$ cat src/rtl/sm4_round_ctrl.sv
// SM4 block cipher round controller: round-key file, IDLE/RUN/DONE handshake FSM and
// a single-round-per-clock datapath over a 128-bit working state.
module sm4_round_ctrl #(
  parameter int unsigned ROUNDS = 32
) (
  input  logic         clk,
  input  logic         rst,
  input  logic         key_we,
  input  logic [4:0]   key_addr,
  input  logic [31:0]  key_wdata,
  input  logic         in_valid,
  output logic         in_ready,
  input  logic         in_decrypt,
  input  logic [127:0] in_data,
  output logic         out_valid,
  input  logic         out_ready,
  output logic [127:0] out_data,
  output logic         busy
);

  localparam logic [4:0] LastCnt = 5'(ROUNDS - 1);

  // Listed in natural order, so entry 0 lands at the top index; look up with ~x.
  localparam logic [255:0][7:0] SboxTable = {
    8'hd6, 8'h90, 8'he9, 8'hfe, 8'hcc, 8'he1, 8'h3d, 8'hb7, 8'h16, 8'hb6, 8'h14, 8'hc2,
    8'h28, 8'hfb, 8'h2c, 8'h05, 8'h2b, 8'h67, 8'h9a, 8'h76, 8'h2a, 8'hbe, 8'h04, 8'hc3,
    8'haa, 8'h44, 8'h13, 8'h26, 8'h49, 8'h86, 8'h06, 8'h99, 8'h9c, 8'h42, 8'h50, 8'hf4,
    8'h91, 8'hef, 8'h98, 8'h7a, 8'h33, 8'h54, 8'h0b, 8'h43, 8'hed, 8'hcf, 8'hac, 8'h62,
    8'he4, 8'hb3, 8'h1c, 8'ha9, 8'hc9, 8'h08, 8'he8, 8'h95, 8'h80, 8'hdf, 8'h94, 8'hfa,
    8'h75, 8'h8f, 8'h3f, 8'ha6, 8'h47, 8'h07, 8'ha7, 8'hfc, 8'hf3, 8'h73, 8'h17, 8'hba,
    8'h83, 8'h59, 8'h3c, 8'h19, 8'he6, 8'h85, 8'h4f, 8'ha8, 8'h68, 8'h6b, 8'h81, 8'hb2,
    8'h71, 8'h64, 8'hda, 8'h8b, 8'hf8, 8'heb, 8'h0f, 8'h4b, 8'h70, 8'h56, 8'h9d, 8'h35,
    8'h1e, 8'h24, 8'h0e, 8'h5e, 8'h63, 8'h58, 8'hd1, 8'ha2, 8'h25, 8'h22, 8'h7c, 8'h3b,
    8'h01, 8'h21, 8'h78, 8'h87, 8'hd4, 8'h00, 8'h46, 8'h57, 8'h9f, 8'hd3, 8'h27, 8'h52,
    8'h4c, 8'h36, 8'h02, 8'he7, 8'ha0, 8'hc4, 8'hc8, 8'h9e, 8'hea, 8'hbf, 8'h8a, 8'hd2,
    8'h40, 8'hc7, 8'h38, 8'hb5, 8'ha3, 8'hf7, 8'hf2, 8'hce, 8'hf9, 8'h61, 8'h15, 8'ha1,
    8'he0, 8'hae, 8'h5d, 8'ha4, 8'h9b, 8'h34, 8'h1a, 8'h55, 8'had, 8'h93, 8'h32, 8'h30,
    8'hf5, 8'h8c, 8'hb1, 8'he3, 8'h1d, 8'hf6, 8'he2, 8'h2e, 8'h82, 8'h66, 8'hca, 8'h60,
    8'hc0, 8'h29, 8'h23, 8'hab, 8'h0d, 8'h53, 8'h4e, 8'h6f, 8'hd5, 8'hdb, 8'h37, 8'h45,
    8'hde, 8'hfd, 8'h8e, 8'h2f, 8'h03, 8'hff, 8'h6a, 8'h72, 8'h6d, 8'h6c, 8'h5b, 8'h51,
    8'h8d, 8'h1b, 8'haf, 8'h92, 8'hbb, 8'hdd, 8'hbc, 8'h7f, 8'h11, 8'hd9, 8'h5c, 8'h41,
    8'h1f, 8'h10, 8'h5a, 8'hd8, 8'h0a, 8'hc1, 8'h31, 8'h88, 8'ha5, 8'hcd, 8'h7b, 8'hbd,
    8'h2d, 8'h74, 8'hd0, 8'h12, 8'hb8, 8'he5, 8'hb4, 8'hb0, 8'h89, 8'h69, 8'h97, 8'h4a,
    8'h0c, 8'h96, 8'h77, 8'h7e, 8'h65, 8'hb9, 8'hf1, 8'h09, 8'hc5, 8'h6e, 8'hc6, 8'h84,
    8'h18, 8'hf0, 8'h7d, 8'hec, 8'h3a, 8'hdc, 8'h4d, 8'h20, 8'h79, 8'hee, 8'h5f, 8'h3e,
    8'hd7, 8'hcb, 8'h39, 8'h48
  };

  typedef enum logic [1:0] {StIdle, StRun, StDone} state_e;

  state_e         state_q, state_d;
  logic [127:0]   blk_q, blk_d;
  logic           dec_q, dec_d;
  logic [4:0]     cnt_q, cnt_d;
  logic [31:0]    rk_q [32];

  logic [31:0]    x0, x1, x2, x3;
  logic [4:0]     rk_idx;
  logic [31:0]    rk_sel;
  logic [127:0]   round_out;

  function automatic logic [7:0] sbox(input logic [7:0] x);
    return SboxTable[~x];
  endfunction

  // Round transform T: byte-wise S-box followed by the linear diffusion L.
  function automatic logic [31:0] t_round(input logic [31:0] a);
    logic [31:0] b;
    b = {sbox(a[31:24]), sbox(a[23:16]), sbox(a[15:8]), sbox(a[7:0])};
    return b ^ {b[29:0], b[31:30]} ^ {b[21:0], b[31:22]} ^ {b[13:0], b[31:14]}
             ^ {b[7:0], b[31:8]};
  endfunction

  assign x0 = blk_q[127:96];
  assign x1 = blk_q[95:64];
  assign x2 = blk_q[63:32];
  assign x3 = blk_q[31:0];

  assign rk_idx    = dec_q ? (LastCnt - cnt_q) : cnt_q;
  assign rk_sel    = rk_q[rk_idx];
  assign round_out = {x1, x2, x3, x0 ^ t_round(x1 ^ x2 ^ x3 ^ rk_sel)};

  // Keys are deliberately outside the reset domain so they survive a reset.
  always_ff @(posedge clk) begin
    if (!rst && key_we && (state_q == StIdle)) begin
      rk_q[key_addr] <= key_wdata;
    end
  end

  always_comb begin
    state_d = state_q;
    blk_d   = blk_q;
    dec_d   = dec_q;
    cnt_d   = cnt_q;
    unique case (state_q)
      StIdle: begin
        cnt_d = '0;
        if (in_valid) begin
          blk_d   = in_data;
          dec_d   = in_decrypt;
          state_d = StRun;
        end
      end
      StRun: begin
        blk_d = round_out;
        if (cnt_q == LastCnt) begin
          cnt_d   = '0;
          state_d = StDone;
        end else begin
          cnt_d = cnt_q + 5'd1;
        end
      end
      StDone: begin
        cnt_d = '0;
        if (out_ready) begin
          state_d = StIdle;
        end
      end
      default: begin
        cnt_d   = '0;
        state_d = StIdle;
      end
    endcase
  end

  always_ff @(posedge clk) begin
    if (rst) begin
      state_q <= StIdle;
      blk_q   <= '0;
      dec_q   <= 1'b0;
      cnt_q   <= '0;
    end else begin
      state_q <= state_d;
      blk_q   <= blk_d;
      dec_q   <= dec_d;
      cnt_q   <= cnt_d;
    end
  end

  assign in_ready  = (state_q == StIdle);
  assign out_valid = (state_q == StDone);
  assign busy      = (state_q != StIdle);
  assign out_data  = out_valid ? {x3, x2, x1, x0} : '0;

endmodule

$ cat config.mk
export PLATFORM = sky130hd
export DESIGN_NAME = sm4_round_ctrl
export DESIGN_NICKNAME = d
export VERILOG_FILES = /design/src/rtl/sm4_round_ctrl.sv
export SDC_FILE = /design/constraint.sdc
export NUM_CORES = 2
export LEC_CHECK = 0
export ABC_AREA = 1
export BUFFER_PORTS_ARGS = -buffer_cell sky130_fd_sc_hd__buf_2
export CAP_MARGIN = 20
export CORE_ASPECT_RATIO = 2
export CORE_UTILIZATION = 40
export CTS_BUF_LIST = sky130_fd_sc_hd__clkbuf_2 sky130_fd_sc_hd__clkbuf_4 sky130_fd_sc_hd__clkbuf_8
export DETAILED_ROUTE_END_ITERATION = 6
export SYNTH_ARGS = -nofsm -noshare
export SYNTH_HDL_FRONTEND = slang
export SYNTH_SLANG_ARGS = --single-unit
export TNS_END_PERCENT = 20
$ cat constraint.sdc
create_clock -name clk -period 5.2 [get_ports clk]
set_input_delay 1.56 -clock clk [delete_from_list [all_inputs] [get_ports clk]]
set_output_delay 1.56 -clock clk [all_outputs]
set_load 0.1 [all_outputs]
======== After elaboration in Yosys (flattened, before gate mapping) ========
Memory sizes are Yosys's and may differ from the RTL's.
Cells that the tools add are included.
storage, ports and cells
  flip-flop bits (word level) ............. 136
  RAM bits ................................ 1024
  memory bits (read-only) ................. 8192
  input port bits ......................... 171
  memories ................................ 5
memories
  memory           depth  bits a word  read ports  clocked after Yosys merged registers in  wr ports  line  source
  (no name shown)  256    8            1           0                                        0         63    return SboxTable[~x];
  (no name shown)  256    8            1           0                                        0         63
  (no name shown)  256    8            1           0                                        0         63
  (no name shown)  256    8            1           0                                        0         63
  rk_q             32     32           1           0                                        1         55    logic [31:0] rk_q [32];
cells by class
  $add $sub $neg .......................... 2
  magnitude comparators ................... 4
  equal/unequal tests ..................... 6
  multiplexer cells ....................... 14
  bitwise gates (word level) .............. 13
  reductions and logical operators ........ 10
operators by type and width
  operator             number
  $mux 128             2
  $pmux 128 s2         1
  $xor 32x32->32       8
  $lt 8x9->1 const B   4
  $mux 8               4
  $not 8->8            4
  $mux 2               3
  $pmux 2 s3           1
  $add 5x1->5 const B  1
  $eq 5x5->1 const B   1
  $mux 5               1
  $sub 5x5->5 const A  1
  $ne 2x2->1 const B   2
  $reduce_and 2->1     2
  $reduce_bool 2->1    2
  $reduce_and 3->1     1
  $reduce_or 3->1      1
  $eq 2x1->1 const B   1
  $eq 2x2->1 const B   1
  $logic_and 1x1->1    2
  $logic_not 2->1      1
  $mux 1               2
  $ne 2x1->1 const B   1
  $logic_not 1->1      1
  $not 1->1            1

======== Longest topological paths before layout ========
An unclocked memory read counts as a cell.
  word-level depth ........................ 13
  gate-level depth with buffers ........... 39
  gate-level depth less buffers ........... 34

======== Worst setup path before layout ========
OpenSTA, ideal clock, no wires.
  kind .................................... register to output
  start ................................... register state_q[1]
  end ..................................... output out_data[107]
  arrival ................................. 3546 ps
  required time ........................... 3640 ps
  setup slack ............................. 94 ps
  stages on the path, launching flop included .. 7
  cell sequence ........................... dfxtp_1 -> inv_1 -> nor2_1 -> inv_1 -> clkbuf_1 -> clkbuf_1 -> nor2_1
on the way
  word-level cells in the longest chain between the ends .. 2
ends and longest elaborated chain
  item                      line  source
  start: declaration        51    state_e state_q, state_d;
  start signal: assignment  128   state_q <= StIdle;
  start signal: assignment  133   state_q <= state_d;
  $eq 2x2->1                141   assign out_valid = (state_q == StDone);
  named net out_valid       15    output logic out_valid,
  $mux 128                  143   assign out_data = out_valid ? {x3, x2, x1, x0} : '0;
  end: declaration          17    output logic [127:0] out_data,
The timed path passes the listed nets, and every way through them passes these cells.

======== Final worst setup path ========
  start ................................... register dec_q
  end ..................................... register blk_q[16]
on the way
  word-level cells in the longest chain between the ends .. 12
  elaborated cells on any way between the ends .. 21
  classes of those cells .................. mux (6); bitwise (10); memory (5)
ends and longest elaborated chain
  item                          line  source
  start: declaration            53    logic dec_q, dec_d;
  start signal: assignment      130   dec_q <= 1'b0;
  start signal: assignment      135   dec_q <= dec_d;
  $mux 5 (*)                    79    assign rk_idx = dec_q ? (LastCnt - cnt_q) : cnt_q;
  $mem_v2 32x32 (*)             --
  $xor 32x32->32 (*)            81    assign round_out = {x1, x2, x3, x0 ^ t_round(x1 ^ x2 ^ x3 ^ rk_sel)};
  $not 8->8                     63
  $mem_v2 256x8                 --
  $mux 8 (not written as such)  63
  $xor 32x32->32 (3 in series)  70    return b ^ {b[29:0], b[31:30]} ^ {b[21:0], b[31:22]} ^ {b[13:0], b[31:14]}
  $xor 32x32->32 (*)            71    ^ {b[7:0], b[31:8]};
  $xor 32x32->32 (*)            81
  $pmux 128 s2 (*)              95    unique case (state_q)
  end signal: assignment        134   blk_q <= blk_d;
  end: declaration              52    logic [127:0] blk_q, blk_d;
Mark *: on every way between the ends. The rest lies on a longest branch, timed or not. The select of a mux whose other input is x is not followed.
A chain may end at the register's enable or synchronous reset.

==> flow_summary.ini <==
[outcome]
status = complete, no violations

[synthesis]
synth_seq_cells = 1160
synth_warnings = 0
yosysSeqAreaShare_pct = 52.5
syn_area_um2 = 63700
syn_area_per_cell_um2 = 8.16
synth.net_count = 8002
synthCells = 7812
synth.distinct_cells = 45
synth_ff_type = edfxtp_1
async_reset_ff_share_pct = 0
synth-edff-count = 1024

[placed_design]
portBuffers = 301
dp_slack_ns = -0.198
hpwl_mm = 219
place.gp.congestion = 1.03
dp_cells = 10500

[global_routing]
antenna_found_initial = 34
grt_max_degree = 100
grt_pass1_vias = 61300
grt_use_total_pct = 37.0
grt_pass1_wl_mm = 431
grt_overflow = 0

[detailed_routing]
drtAntennaViolNets = 0
drtPass1Iterations = 6
drtIter0Drc = 5827
viasPerCell = 5.72
drcViolationCount = 0
routed_wl_mm = 305
routed-via-count = 62100
post_drt_wl_per_cell_um = 28.2

[critical_path]
critPathMostFrequentCell = nand2_1
crit_fanout = 24
slowest_delay_ns = 0.36
end_kind = flop
worstPathRequired_ns = 5.92
critical_path_arrival_ns = 5.74
startpoint_type = flop
path_class = reg2reg
cp_slowest_cell = dfxtp_1

[sta]
finalHoldViolCount = 0
tightestPinTransition_ns = 1.07
finalSetupViolCount = 0
slew_violations = 0
skew_ns = 0.0707
rsz0062_at_grt = yes
fin_ws_ns = 0.188
fmax_mhz = 200
fin_crit_ns = 5.01
holdWs_ns = 0.482
slew_headroom_pct = 28.5
min_period_over_period_pct = 96.4

[power_and_ir_drop]
vdd_drop_max_v = 0.000463
p_int_mw = 29.8
p_switching_mw = 34.2
swShare_pct = 53.4
leakagePower_nw = 32.5
powerDensity_nw_per_um2 = 834
power_frac_comb_pct = 71.8
power_frac_seq_pct = 16.7
pwr-share-clk_pct = 11.5

[clocking]
cts.clk_slew.worst_paths_ns = 0.07
clockBufferDepth = 4
cts_sinks = 1160
h-tree-depth = 4
cts_tree = done
holdBufCountCts = 0
numCtsBuffers = 168
clk_latency_ns = 0.91
root_buffer = clkbuf_8

[cells_and_area]
fillers = 15500
drive_above_1_share_pct = 18.6
seqCellArea_um2 = 33500
multi_input_area_um2 = 26700
layout_common_cells = 2,798 x nand2_1, 1,725 x nand3_1, 1,024 x edfxtp_1
nets = 8808
layout_commonest_cell = nand2_1
stdcell_count = 10800
area_growth_pct = 20.5

[worst_hold_path]
hold_class = reg2reg

[floorplan]
core_area_um2 = 158000
die_x_um = 284
initial_core_util_pct = 40.4
die-area_um2 = 161000
die_y_um = 566
ios = 302
row_count = 206

[job]
cap_violations = 0
==> power groups by stage <==
stage | clock network (mW) | registers (mW) | logic (mW)
2_1_floorplan | 0 | 10.7 | 22.5
3_3_place_gp | 0 | 10.9 | 45.3
3_5_place_dp | 0 | 10.9 | 44.7
4_1_cts | 7.45 | 10.7 | 44.9
5_1_grt | 7.77 | 10.7 | 49.0
6_report | 7.34 | 10.7 | 46.0
==> registers in the layout (all words and copies together) (netlist names) <==
register,count
rk_q,1024
blk_q,128
cnt_q,5
state_q,2
dec_q,1
==> logic make-up after synthesis <==
group,count (synthesis),synth area share (%)
AO/OA/AOI/OAI,583,4.99
XOR/XNOR,84,1.28
buffers and inverters,845,6.39
flip-flops,1160,52.5
AND/OR/NAND/NOR,5121,34.4
adder cells (fa/ha/maj),19,0.373
==> per-layer routing <==
metal / part of all wire, % / wire length, um / track usage [%]
met1: 33 / 102000 / 38.1
met2: 51 / 154000 / 65.6
met3: 6.3 / 19200 / 5.44
met4: 9.8 / 30000 / 31.3
met5: 0.019 / 57 / 0
==> critical path, delay by kind of cell, from the launching register on <==
family | cells | cell delay (ns)
DFF | 1 | 0.36
AOI/OAI and AO/OA | 1 | 0.09
and+or+nand+nor | 26 | 3.09
buffers and inverters | 7 | 1.29
==> timing repair <==
action / 4_1_cts / 5_1_grt
hold endpoints to repair: 0 / 0
setup endpoints to repair: 4 / 29
gates resized for setup: 8 / 60
buffers inserted: 0 / 8
cloned: 0 / 6
pin swaps: 1 / 4
==> worst paths after layout <==
check | startpoint | endpoint | slack, ns | cells after the start
max | dec_q$_SDFFE_PP0P_ | blk_q[16]$_SDFFE_PP0P_ | 0.19 | 34
min | blk_q[19]$_SDFFE_PP0P_ | blk_q[51]$_SDFFE_PP0P_ | 0.48 | 2
max reg2reg | dec_q$_SDFFE_PP0P_ | blk_q[16]$_SDFFE_PP0P_ | 0.19 | 34
min reg2reg | blk_q[19]$_SDFFE_PP0P_ | blk_q[51]$_SDFFE_PP0P_ | 0.48 | 2
==> synthesized netlist by cell type (10+ instances only) <==
| cell | n | share of area [%] |
|---|---|---|
| buf_4 | 69 | 0.81 |
| o211ai_1 | 21 | 0.25 |
| a21oi_1 | 124 | 0.97 |
| inv_1 | 313 | 1.8 |
| buf_2 | 208 | 1.6 |
| o21ai_0 | 243 | 1.9 |
| nand3b_1 | 18 | 0.21 |
| nor2_1 | 408 | 2.4 |
| nand3_1 | 1743 | 14 |
| ha_1 | 19 | 0.37 |
| inv_2 | 45 | 0.27 |
| o21ai_1 | 47 | 0.37 |
| nand4_1 | 14 | 0.14 |
| clkbuf_1 | 136 | 0.80 |
| nand2_1 | 2815 | 17 |
| o22ai_1 | 41 | 0.40 |
| nand3_2 | 12 | 0.19 |
| buf_6 | 47 | 0.83 |
| xor2_1 | 39 | 0.54 |
| buf_1 | 20 | 0.12 |
| nand2_2 | 64 | 0.63 |
| edfxtp_1 | 1024 | 48 |
| dfxtp_1 | 136 | 4.3 |
| nand2_4 | 10 | 0.18 |
| xnor2_1 | 36 | 0.49 |
| a31oi_1 | 99 | 0.97 |
| nor2_2 | 20 | 0.20 |
==> metrics by stage <==
step                      power, mW  TNS, ns  util (%)  cell area (um^2)
after floorplan                33.3        0         -             63700
after global placement         56.2   -0.265      46.3             73000
after detailed placement       55.6   -0.209      46.3             73000
after CTS                      63.1        0      48.4             76300
after global routing           67.4  -0.0750      48.7             76800
final                          64.1        0      48.7             76800
==> layout make-up <==
class / count / area share, %
clock inverter: 86 / 0.789
sequential: 1160 / 43.6
inverter: 363 / 1.81
tap: 2080 / 3.39
multi-input combinational: 5809 / 34.8
antenna: 24 / 0.0782
timing repair buffer: 1116 / 12.1
clock buffer: 208 / 3.43
Note: power is estimated with default switching activity, not from simulation.
